$ cat src/rtl/alu_io_pkg.sv
// Shared types and pin map for the ALU result frame driver.
// Frames are packed {c2, c1, out2, out1} so they map straight onto io_out[17:0].
package alu_io_pkg;

  localparam int unsigned FRAME_W  = 18;
  localparam int unsigned SEQ_W    = 8;
  localparam int unsigned OUT1_LSB = 0;
  localparam int unsigned OUT2_LSB = 8;
  localparam int unsigned C1_BIT   = 16;
  localparam int unsigned C2_BIT   = 17;
  localparam int unsigned SEQ_LSB  = 18;
  localparam int unsigned STB_BIT  = 26;
  localparam int unsigned IO_W     = 27;

  typedef struct packed {
    logic       c2;
    logic       c1;
    logic [7:0] out2;
    logic [7:0] out1;
  } frame_t;

  typedef enum logic {
    IDLE = 1'b0,
    HOLD = 1'b1
  } state_t;

  // Assemble the pin word from the held frame, sequence number and strobe.
  function automatic logic [IO_W-1:0] pack_pins(input frame_t f,
                                                input logic [SEQ_W-1:0] seq,
                                                input logic stb);
    logic [IO_W-1:0] w;
    w = '0;
    w[OUT1_LSB +: 8]     = f.out1;
    w[OUT2_LSB +: 8]     = f.out2;
    w[C1_BIT]            = f.c1;
    w[C2_BIT]            = f.c2;
    w[SEQ_LSB +: SEQ_W]  = seq;
    w[STB_BIT]           = stb;
    return w;
  endfunction

endpackage

$ cat src/rtl/alu_io_fifo.sv
// Synchronous DEPTH x FRAME_W FIFO; the extra pointer bit separates full from empty.
module alu_io_fifo
  import alu_io_pkg::*;
#(
  parameter int unsigned DEPTH = 4
) (
  input  logic   clk,
  input  logic   rst,
  input  logic   clear,
  input  logic   push,
  input  logic   pop,
  input  frame_t wdata,
  output frame_t rdata,
  output logic   full,
  output logic   empty
);

  localparam int unsigned AW = $clog2(DEPTH);
  localparam int unsigned PW = AW + 1;

  frame_t          mem [DEPTH];
  logic [PW-1:0]   wptr;
  logic [PW-1:0]   rptr;
  logic            do_push;
  logic            do_pop;

  assign do_push = push & ~full & ~clear;
  assign do_pop  = pop & ~empty & ~clear;

  // Pointer bookkeeping; clear drops every stored entry.
  always_ff @(posedge clk) begin
    if (rst || clear) begin
      wptr <= '0;
      rptr <= '0;
    end else begin
      if (do_push) wptr <= wptr + PW'(1);
      if (do_pop)  rptr <= rptr + PW'(1);
    end
  end

  always_ff @(posedge clk) begin
    if (do_push) mem[wptr[AW-1:0]] <= wdata;
  end

  assign rdata = mem[rptr[AW-1:0]];
  assign empty = (wptr == rptr);
  assign full  = (wptr[AW] != rptr[AW]) && (wptr[AW-1:0] == rptr[AW-1:0]);

endmodule

$ cat src/rtl/alu_io_frame_driver.sv
// Queues ALU result frames and holds each on the GPIO pins for HOLD_CYCLES cycles,
// tagging it with a sequence number and a toggle strobe for a slow monitor.
module alu_io_frame_driver
  import alu_io_pkg::*;
#(
  parameter int unsigned DEPTH       = 4,
  parameter int unsigned HOLD_CYCLES = 4
) (
  input  logic            wb_clk_i,
  input  logic            wb_rst_i,
  input  logic            clear,
  input  logic            in_valid,
  output logic            in_ready,
  input  logic [7:0]      alu_out1,
  input  logic [7:0]      alu_out2,
  input  logic            carry1,
  input  logic            carry2,
  output logic [IO_W-1:0] io_out,
  output logic [IO_W-1:0] io_oeb,
  output logic            busy,
  output logic            overflow
);

  localparam int unsigned CNT_W = (HOLD_CYCLES > 1) ? $clog2(HOLD_CYCLES) : 1;
  localparam logic [CNT_W-1:0] CNT_RELOAD = CNT_W'(HOLD_CYCLES - 1);

  state_t            state;
  state_t            state_nxt;
  logic [CNT_W-1:0]  cnt;
  logic [CNT_W-1:0]  cnt_nxt;
  logic              load_c;
  logic              push_c;
  logic              active;
  logic              full;
  logic              empty;
  frame_t            in_frame;
  frame_t            head;
  frame_t            pins;
  logic [SEQ_W-1:0]  seq;
  logic              stb;

  assign in_frame = '{c2: carry2, c1: carry1, out2: alu_out2, out1: alu_out1};

  // active gates in_ready low while in reset; afterwards in_ready tracks !full only.
  assign in_ready = active & ~full;
  assign push_c   = in_valid & in_ready & ~clear;

  alu_io_fifo #(
    .DEPTH (DEPTH)
  ) u_fifo (
    .clk   (wb_clk_i),
    .rst   (wb_rst_i),
    .clear (clear),
    .push  (push_c),
    .pop   (load_c),
    .wdata (in_frame),
    .rdata (head),
    .full  (full),
    .empty (empty)
  );

  always_ff @(posedge wb_clk_i) begin
    if (wb_rst_i) begin
      state <= IDLE;
      cnt   <= '0;
    end else begin
      state <= state_nxt;
      cnt   <= cnt_nxt;
    end
  end

  // Next state: clear wins, otherwise hold for HOLD_CYCLES then chain or go idle.
  always_comb begin
    state_nxt = state;
    cnt_nxt   = cnt;
    if (clear) begin
      state_nxt = IDLE;
      cnt_nxt   = '0;
    end else begin
      case (state)
        IDLE: begin
          if (!empty) begin
            state_nxt = HOLD;
            cnt_nxt   = CNT_RELOAD;
          end
        end
        HOLD: begin
          if (cnt != '0) begin
            cnt_nxt = cnt - CNT_W'(1);
          end else if (!empty) begin
            cnt_nxt = CNT_RELOAD;
          end else begin
            state_nxt = IDLE;
          end
        end
        default: begin
          state_nxt = IDLE;
          cnt_nxt   = '0;
        end
      endcase
    end
  end

  // Pop/load decision; the FIFO's empty flag only sees pushes from earlier edges.
  always_comb begin
    load_c = 1'b0;
    if (!clear && !empty) begin
      case (state)
        IDLE:    load_c = 1'b1;
        HOLD:    load_c = (cnt == '0);
        default: load_c = 1'b0;
      endcase
    end
  end

  always_ff @(posedge wb_clk_i) begin
    if (wb_rst_i) begin
      pins     <= '0;
      seq      <= '0;
      stb      <= 1'b0;
      active   <= 1'b0;
      io_oeb   <= '1;
      overflow <= 1'b0;
    end else begin
      active <= 1'b1;
      io_oeb <= '0;
      if (in_valid && full) overflow <= 1'b1;
      if (clear) begin
        seq <= '0;
        stb <= 1'b0;
      end else if (load_c) begin
        pins <= head;
        seq  <= seq + SEQ_W'(1);
        stb  <= ~stb;
      end
    end
  end

  assign io_out = pack_pins(pins, seq, stb);
  assign busy   = ~empty | (state == HOLD);

endmodule

$ cat config.mk
export PLATFORM = sky130hd
export DESIGN_NAME = alu_io_frame_driver
export DESIGN_NICKNAME = d
export VERILOG_FILES = /design/src/rtl/alu_io_pkg.sv /design/src/rtl/alu_io_fifo.sv /design/src/rtl/alu_io_frame_driver.sv
export SDC_FILE = /design/constraint.sdc
export NUM_CORES = 1
export LEC_CHECK = 0
export CAP_MARGIN = 20
export CORE_ASPECT_RATIO = 0.5
export CORE_UTILIZATION = 29
export DETAILED_ROUTE_END_ITERATION = 6
export PLACE_DENSITY = 0.53
export SLEW_MARGIN = 40
export SYNTH_ARGS = -nofsm -noshare
export SYNTH_HDL_FRONTEND = slang
export SYNTH_SLANG_ARGS = --single-unit
$ cat constraint.sdc
create_clock -name wb_clk_i -period 1.95 [get_ports wb_clk_i]
set_input_delay 0.195 -clock wb_clk_i [delete_from_list [all_inputs] [get_ports wb_clk_i]]
set_output_delay 0.195 -clock wb_clk_i [all_outputs]
set_load 0.02 [all_outputs]
==> impl.org, run 1 <==
** Worst setup path
- In this run the critical register-to-register path is launched from u_fifo.rptr[2].
- Required time at the worst-slack endpoint :: 1750 ps
- Crit path max-delay cell type :: sky130_fd_sc_hd__dfxtp_4
- In this run the register-to-register setup slack is 280 ps.
- Largest stage delay, worst path :: 390 ps
- Worst-path maximum fanout :: 6
- Worst EP arrival :: 1600 ps
- Worst reg-to-reg path cell count :: 4
- Series of cell instances along the critical path :: xor2_4, nor3_1, nand2b_1, dlygate4sd2_1
- The endpoint identified for the worst register-to-register timing path is u_fifo.mem[0][9].
- Category of the critical setup timing path :: register to primary output
- STA classifies the critical path startpoint as a register.
- STA classifies the critical path endpoint as a primary output.

** Floorplan
- Die Footprint :: 16,630 um^2
- Initial Util :: 29.96%
- During I/O placement, the number of pins put on the boundary was 79.
- From bottom edge to top edge, the die measures 91.69 um.
- The core region is 15,570 um^2.
- Core Rows :: 32
- Die extent in x :: 181.4 um

** Final layout
- Cell area after layout :: 5974 um^2
- From synthesis to final layout, the design area changed by 28.05%.
- At the end of the flow, the number of nets in the layout was 413.
- The number of antenna diodes in the final layout is 0.
- Cells with a size suffix above 1 make up 24.87% of the layout.

** Global route
- Entering global routing, the biggest net connects 27 pins.
- The total overflow left after global routing is 0.
- Met1 capacity usage during global routing :: 13.96%
- The initial antenna violation count was 0.
- The global routing stage identified its most utilized layer as met2.
- Met3 GRT Util :: 2.621%
- The number of global-route vias before repair was 2,560.
- The first global-routing pass estimated 13.81 mm of wire.
- M2 GR Usage :: 18.21%
- Total routing usage reported by global routing :: 10.90%

** Yosys
- Counting instances in the post-synthesis netlist gives the leading cell types as 72 x sky130_fd_sc_hd__edfxtp_1, 39 x sky130_fd_sc_hd__dfxtp_1, 28 x sky130_fd_sc_hd__nand2_1.
- Synthesis inferred 111 register bits.
- Post-synth net total :: 339
- In the post-synthesis netlist, the biggest area contributors are sky130_fd_sc_hd__edfxtp_1 46%, sky130_fd_sc_hd__dfxtp_1 17%, sky130_fd_sc_hd__mux4_1 5.1%.
- In the synthesized netlist, the number of instances is 311.
- Warnings from Yosys :: 0
- Sequential share of the synthesized area :: 63.07%
- The cell area that synthesis handed to floorplanning was 4666 um^2.
- Number of enable-type register cells in the synthesized netlist :: 72
- Counting flops with an async set or reset pin after synthesis yields a share of 0%.
- Most used flip-flop cell after synthesis :: sky130_fd_sc_hd__edfxtp_1
- Of the post-synthesis cell area, the dominant cell type holds 46.34%.
- Cell type with the highest aggregate area in the netlist :: sky130_fd_sc_hd__edfxtp_1
- Mean area per synthesized cell :: 15.00 um^2
- Synthesis instantiated 46 different standard cells from the library.
- Most common cell in the synthesized netlist :: sky130_fd_sc_hd__edfxtp_1

** Clock network
- CTS tree :: yes
- In this run the deepest clock path goes through 2 buffers.
- The tree is rooted in a sky130_fd_sc_hd__clkbuf_16.
- Counting the buffers created by CTS gives 9.
- Max H-tree Level :: 3
- The tree built by TritonCTS fans out to 111 sinks.
- Worst-skew pair later-pin latency :: 350 ps
- Clock edge transition at the registers on the reported setup and hold paths :: 80 ps

** Placed design
- During placement, the flow inserted port buffers numbering 78.
- After legalization and detailed placement, the total HPWL measured 5.645 mm.
- After detailed placement, the total cell area comes to 5619 um^2.
- At the end of routability-driven placement, the weighted congestion stood at 0.7073.

** STA
- The final-report hold violation count came to 0.
- Between clock sinks in the finished design, the worst skew comes to 10.75 ps.
- Fmax :: 0.5584 GHz
- Headroom to the max-slew limit came out at 65.86%.
- Final cycle utilization of the critical path :: 91.84%
- Sum of negative setup slack :: 0 ps
- Setup repair after global routing left no endpoint under its margin.
- For the pin with the worst max-slew slack, the measured transition is 505.7 ps.
- Setup violations remaining at the end of the flow were counted as 0.
- The routed design could run at a clock period as short as 1791 ps.
- Final max-slew violation count :: 0

** Routing
- The routed layout has 2,609 vias.
- TritonRoute pass-1 iters :: 4
- In the routed layout, each cell is associated on average with a via count of 4.392.
- DRC violations left :: 0
- Once detail routing completed, the nets flagged for antenna violations numbered 0.
- Summed over all layers, the routed wires come to 8.537 mm.
- In this run, the number of DRC markers left after iteration 0 of detailed routing was 113.
- After detailed routing, the average wire length per cell comes to 14.37 um.

** Power and ir drop
- Highest ir drop seen on vdd :: 0.5196 mV
- Power spread over the standard cell area amounts to 775.0 nW/um^2.
- Pleak :: 1.918 nW

** Hold path
- Along the worst hold path, the cell count comes to 2.
- Hold worst-path end :: io_out[4]
- The min-delay analysis places its worst path in the category register to register.
- Hold_sp :: io_out[4]

** Run
- The tool flagged a number of max-cap violations equal to 0.

** Outcome
- Status :: complete, no violations
-- logic make-up (layout without fill, tap and decap cells) --
group           count (synthesis)  in the layout  share of synthesized area (%)
flops                         111            111                          63.07
simple gates                   73             73                          7.830
buf+inv                        43            122                          7.428
mux                            18             18                          9.413
compound gates                 47             47                          7.562
xor+xnor                       13             13                          3.084
fa+ha+maj                       6              6                          1.609
-- layer usage --
layer,up-vias,wire [um]
met5,-,0
met4,0,76
met3,6,261
met2,52,4086
met1,1279,4112
li1,1272,-
-- how the worst max path moves through the flow --
stage	startpoint	endpoint	cells after the start
5_1_grt	u_fifo.rptr[2]	busy	4
2_1_floorplan	u_fifo.wptr[0]	u_fifo.mem[3][0]	3
6_report	u_fifo.rptr[2]	busy	4
4_1_cts	u_fifo.rptr[2]	in_ready	3
3_3_place_gp	in_valid	u_fifo.mem[3][17]	5
3_5_place_dp	in_valid	u_fifo.mem[0][17]	5
-- power breakdown --
group	total [mW]	internal, mW	switching, mW
Sequential	2.53	2.52	0.0121
Combinational	0.316	0.156	0.160
Clock	1.78	0.904	0.880
Total	4.63	3.58	1.05
-- layout make-up --
cell class	count	area, um^2
clock buffer	9	225.2
clock inverter	7	71.32
tap	204	255.2
multi-input combinational	157	1419
fill	1445	9600
sequential	111	2955
timing repair buffer	101	1030
inverter	5	18.77
-- registers in the layout, summed over array words and instances (netlist names) --
name,cells
active,1
cnt,2
io_oeb,1
io_out,18
overflow,1
seq,8
state,1
stb,1
u_fifo.mem,72
u_fifo.rptr,3
u_fifo.wptr,3
-- layout by cell type (no fill, tap or decap), types with 5 or more instances in the layout --
cell / instances
sky130_fd_sc_hd__clkdlybuf4s50_1: 76
sky130_fd_sc_hd__edfxtp_1: 72
sky130_fd_sc_hd__dfxtp_1: 33
sky130_fd_sc_hd__nand2_1: 28
sky130_fd_sc_hd__nand2_2: 19
sky130_fd_sc_hd__a21oi_1: 18
sky130_fd_sc_hd__buf_4: 17
sky130_fd_sc_hd__a21oi_2: 10
sky130_fd_sc_hd__mux4_1: 9
sky130_fd_sc_hd__mux4_2: 9
sky130_fd_sc_hd__nor2_1: 9
sky130_fd_sc_hd__clkbuf_16: 9
sky130_fd_sc_hd__ha_1: 6
sky130_fd_sc_hd__buf_12: 6
sky130_fd_sc_hd__inv_1: 5
sky130_fd_sc_hd__xnor2_1: 5
-- through the flow --
step                total power [mW]  util, %  cells  setup slack [ps]  hold slack [ps]
global route                   4.803    38.36    594             13.45            472.6
floorplan                      2.776        -    311             52.88            222.7
detailed placement             2.910    36.08    577             82.01            447.7
CTS                            4.694    38.33    594             1.091            458.6
global placement               2.907    36.08    577             63.77            446.0
finish                         4.631    38.36    594             159.1            456.2
-- critical path, delay by kind of cell, from the launching register on --
family | cells | cell delay [ps]
AND/OR/NAND/NOR | 2 | 340
buffers and inverters | 1 | 320
flip-flops | 1 | 390
XOR/XNOR | 1 | 210
-- timing repair --
action | 4_1_cts | 5_1_grt
setup buffers | 1 | 0
hold buffers | 0 | 0
setup endpoints to repair | 2 | 2
resized for setup | 12 | 2
pin swaps | 2 | 0
(Power assumes the default switching activity.)
==> inputs of run 2 (changes only) <==
--- a/config.mk
+++ b/config.mk
@@ -5,8 +5,10 @@
 export SDC_FILE = /design/constraint.sdc
 export NUM_CORES = 1
 export LEC_CHECK = 0
+export ABC_CLOCK_PERIOD_IN_PS = 1950
 export CAP_MARGIN = 20
 export CORE_ASPECT_RATIO = 0.5
+export CORE_MARGIN = 3
 export CORE_UTILIZATION = 29
 export DETAILED_ROUTE_END_ITERATION = 6
 export PLACE_DENSITY = 0.53
==> impl.org, run 2 (synthesis results as in run 1) <==
** Outcome
- Status :: complete, no violations

** Routing
- TritonRoute pass-1 iters :: 4 (unchanged)
- The number of design-rule violations left by the first detailed-router iteration is 170 (+50%).
- The overall via count from detail_route is 2,616 (+0.27%).
- Mean routed wirelength per cell :: 14.84 um (+3.3%)
- Antenna viol nets, final :: 0 (unchanged)
- DRC violations left :: 0 (unchanged)
- The aggregate routed wire length came to 8.845 mm (+3.6%).
- The number of vias per cell after detailed routing came to 4.389 (about the same).

** Worst setup path
- Required time at the worst-slack endpoint :: 2230 ps (+480 ps)
- The worst setup path is captured at a register.
- The startpoint identified for the worst register-to-register timing path is u_fifo.rptr[0].
- Endpoint of the lowest-slack register-to-register path :: seq[7]
- The critical path in this run is classified as register to register.
- Kind of start point of the critical path :: register
- Slack of the worst reg-to-reg path :: 150 ps (-130 ps)
- The data arrival time of the critical path was 2080 ps (+480 ps).
- Worst-path maximum fanout :: 6 (unchanged)
- Worst reg-to-reg path cell count :: 7 (+3)

** Final layout
- Antenna Diode Count :: 0 (unchanged)
- The area of the multi-input gates was 1424 um^2 (+0.35%).
- The final layout net count came to 415 (+0.48%).
- Largest register FFs :: 72 (unchanged)
- Most frequent cells in the layout :: 76 x sky130_fd_sc_hd__clkdlybuf4s50_1, 72 x sky130_fd_sc_hd__edfxtp_1, 33 x sky130_fd_sc_hd__dfxtp_1
- The number of filler cells placed in the layout came to 1,422 (-1.6%).
- Leaving out fill and tap cells, the most frequent cell in the layout is sky130_fd_sc_hd__clkdlybuf4s50_1.
- Cell area after layout :: 5992 um^2 (+0.29%)
- The area growth from synthesis to layout is 28.43%.
- Sequential Area :: 2953 um^2 (about the same)
- Fraction of layout cells with a size suffix above 1 :: 25.77% (+0.89 points)

** Placed design
- HPWL after detailed placement :: 5.825 mm (+3.2%)
- Placed cell area :: 5599 um^2 (-0.36%)
- The routability congestion estimate was 0.7358 (+4.0%).
- The count of buffers inserted at the top-level ports came to 78 (unchanged).

** Power and ir drop
- The total power per unit cell area is 782.3 nW/um^2 (+0.93%).
- The static leakage came to 1.941 nW (+1.2%).
- The peak supply drop came to 0.3884 mV (-25%).

** Clock network
- Number of buffers created by CTS :: 9 (unchanged)
- Clock edge transition at the registers on the reported setup and hold paths :: 80 ps (about the same)
- The clock latency reported for the late side of the worst-skew pair is 340 ps (about the same).
- The number of sinks driven by the clock tree was 111 (unchanged).
- The total of hold buffers inserted after clock tree synthesis came to 0 (unchanged).
- Max H-tree Level :: 3 (unchanged)
- Clock root buffer master :: sky130_fd_sc_hd__clkbuf_16
- CTS tree :: yes
- Clock Path Buffers :: 2 (unchanged)

** Global route
- The number of global-route vias before repair came to 2,598 (+1.5%).
- The global-route total usage across every layer came to 10.23% (-0.67 points).
- Pin count of the biggest net entering global routing :: 28 (+3.7%)
- The first-pass GRT wire length is 13.88 mm (+0.55%).
- Remaining Overflow, GRT :: 0 (unchanged)
- The initial antenna violation count was 0 (unchanged).

** STA
- Setup repair after global routing left no endpoint under its margin.
- The highest achievable clock rate is 0.5562 GHz (-0.39%).
- The clock tree skew after final layout is 9.830 ps (-0.9220 ps).
- The setup violation total in the final timing report came to 0 (unchanged).
- Max-Slew Margin vs Limit :: 68.32% (+2.5 points)
- Final count of hold timing violations :: 0 (unchanged)
- The share of the clock period used by the worst path after layout was 92.20% (+0.36 points).
- The final number of max-transition violations came to 0 (unchanged).
- Clock period minus worst slack :: 1798 ps (+7.009 ps)
- The transition time at the pin with the least slew margin is 469.3 ps (-36.40 ps).
- The final setup TNS was 0 ps (unchanged).

** Hold path
- Hold worst-path end :: io_out[16]
- The hold path depth was 2 (unchanged).
- In this run the most critical hold path is launched from io_out[16].
- Type of the most critical hold path :: register to register

** Floorplan
- The height of the chip came to 95.69 um (+4.4%).
- Initial Util :: 29.96% (unchanged)
- IO Count :: 79 (unchanged)
- The cell row count is 32 (unchanged).
- Die Footprint :: 17,740 um^2 (+6.7%)
- The area of the core region is 15,570 um^2 (unchanged).
- Die extent in x :: 185.4 um (+2.2%)

** Run
- Count of max-cap constraint violations :: 0 (unchanged)
==> run 2: changes by cell type in the layout (fill, tap and decap cells not counted), sizes merged <==
| cell | change |
|---|---|
| buf | +2 |
| clkbuf | +1 |
| clkinv | -1 |
==> run 2: cell type report <==
| class | instances | share of cell area, % |
|---|---|---|
| repair buffers | 103 | 17.23 |
| multi-input cells | 157 | 23.76 |
| flip-flops and latches | 111 | 49.28 |
| clock inverters | 6 | 1.169 |
| inverters | 5 | 0.3132 |
| clock buffers | 10 | 3.988 |
| well taps | 204 | 4.260 |
==> run 2: repair_timing <==
item                                   in CTS  in global routing
endpoints found under the hold margin       0                  0
resized for setup                          13                  1
pin swaps                                   2                  0
setup endpoints to repair                   2                  1
setup buffers                               4                  0
==> run 2: stage by stage <==
step | total power [mW] | worst slack [ps] | cells | utilization, % | hold slack [ps]
6_report | 4.688 | 152.1 | 596 | 38.47 | 456.0
5_1_grt | 4.878 | 39.27 | 596 | 38.47 | 478.3
4_1_cts | 4.759 | 0.5765 | 596 | 38.46 | 459.3
3_5_place_dp | 2.906 | 54.66 | 576 | 35.95 | 448.1
3_3_place_gp | 2.904 | 24.62 | 576 | 35.95 | 446.9
2_1_floorplan | 2.776 | 52.88 | 311 | - | 222.7
==> run 2: metal layers <==
| metal | share of wire, % | up-vias | track usage [%] |
|---|---|---|---|
| met5 | 0 | - | 0 |
| met4 | 1.1 | 0 | 3.057 |
| met3 | 4.9 | 8 | 3.096 |
| met2 | 47 | 60 | 17.12 |
| met1 | 47 | 1271 | 12.95 |
| li1 | - | 1277 | - |
==> run 2: worst max-delay path by stage <==
| stage | to | from | depth (start not counted) |
|---|---|---|---|
| 3_3_place_gp | u_fifo.mem[3][17] | clear | 4 |
| 3_5_place_dp | u_fifo.mem[1][17] | clear | 4 |
| 6_report | seq[7] | u_fifo.rptr[0] | 7 |
| 5_1_grt | seq[7] | u_fifo.rptr[0] | 7 |
| 2_1_floorplan | u_fifo.mem[3][0] | u_fifo.wptr[0] | 3 |
| 4_1_cts | busy | u_fifo.rptr[2] | 4 |
==> run 2: worst max-delay path, stage by stage (launching register included) <==
cell	delay, ps
sky130_fd_sc_hd__dfxtp_2	400
sky130_fd_sc_hd__xor2_2	210
sky130_fd_sc_hd__buf_4	160
sky130_fd_sc_hd__buf_4	90
sky130_fd_sc_hd__buf_4	100
sky130_fd_sc_hd__o31ai_2	100
sky130_fd_sc_hd__or4_1	530
sky130_fd_sc_hd__a21oi_1	140
==> run 2: power breakdown <==
group / leakage [nW] / internal (mW) / switching (mW)
Clock: 0.152 / 0.948 / 0.891
Sequential: 0.969 / 2.52 / 0.0120
Combinational: 0.821 / 0.155 / 0.161
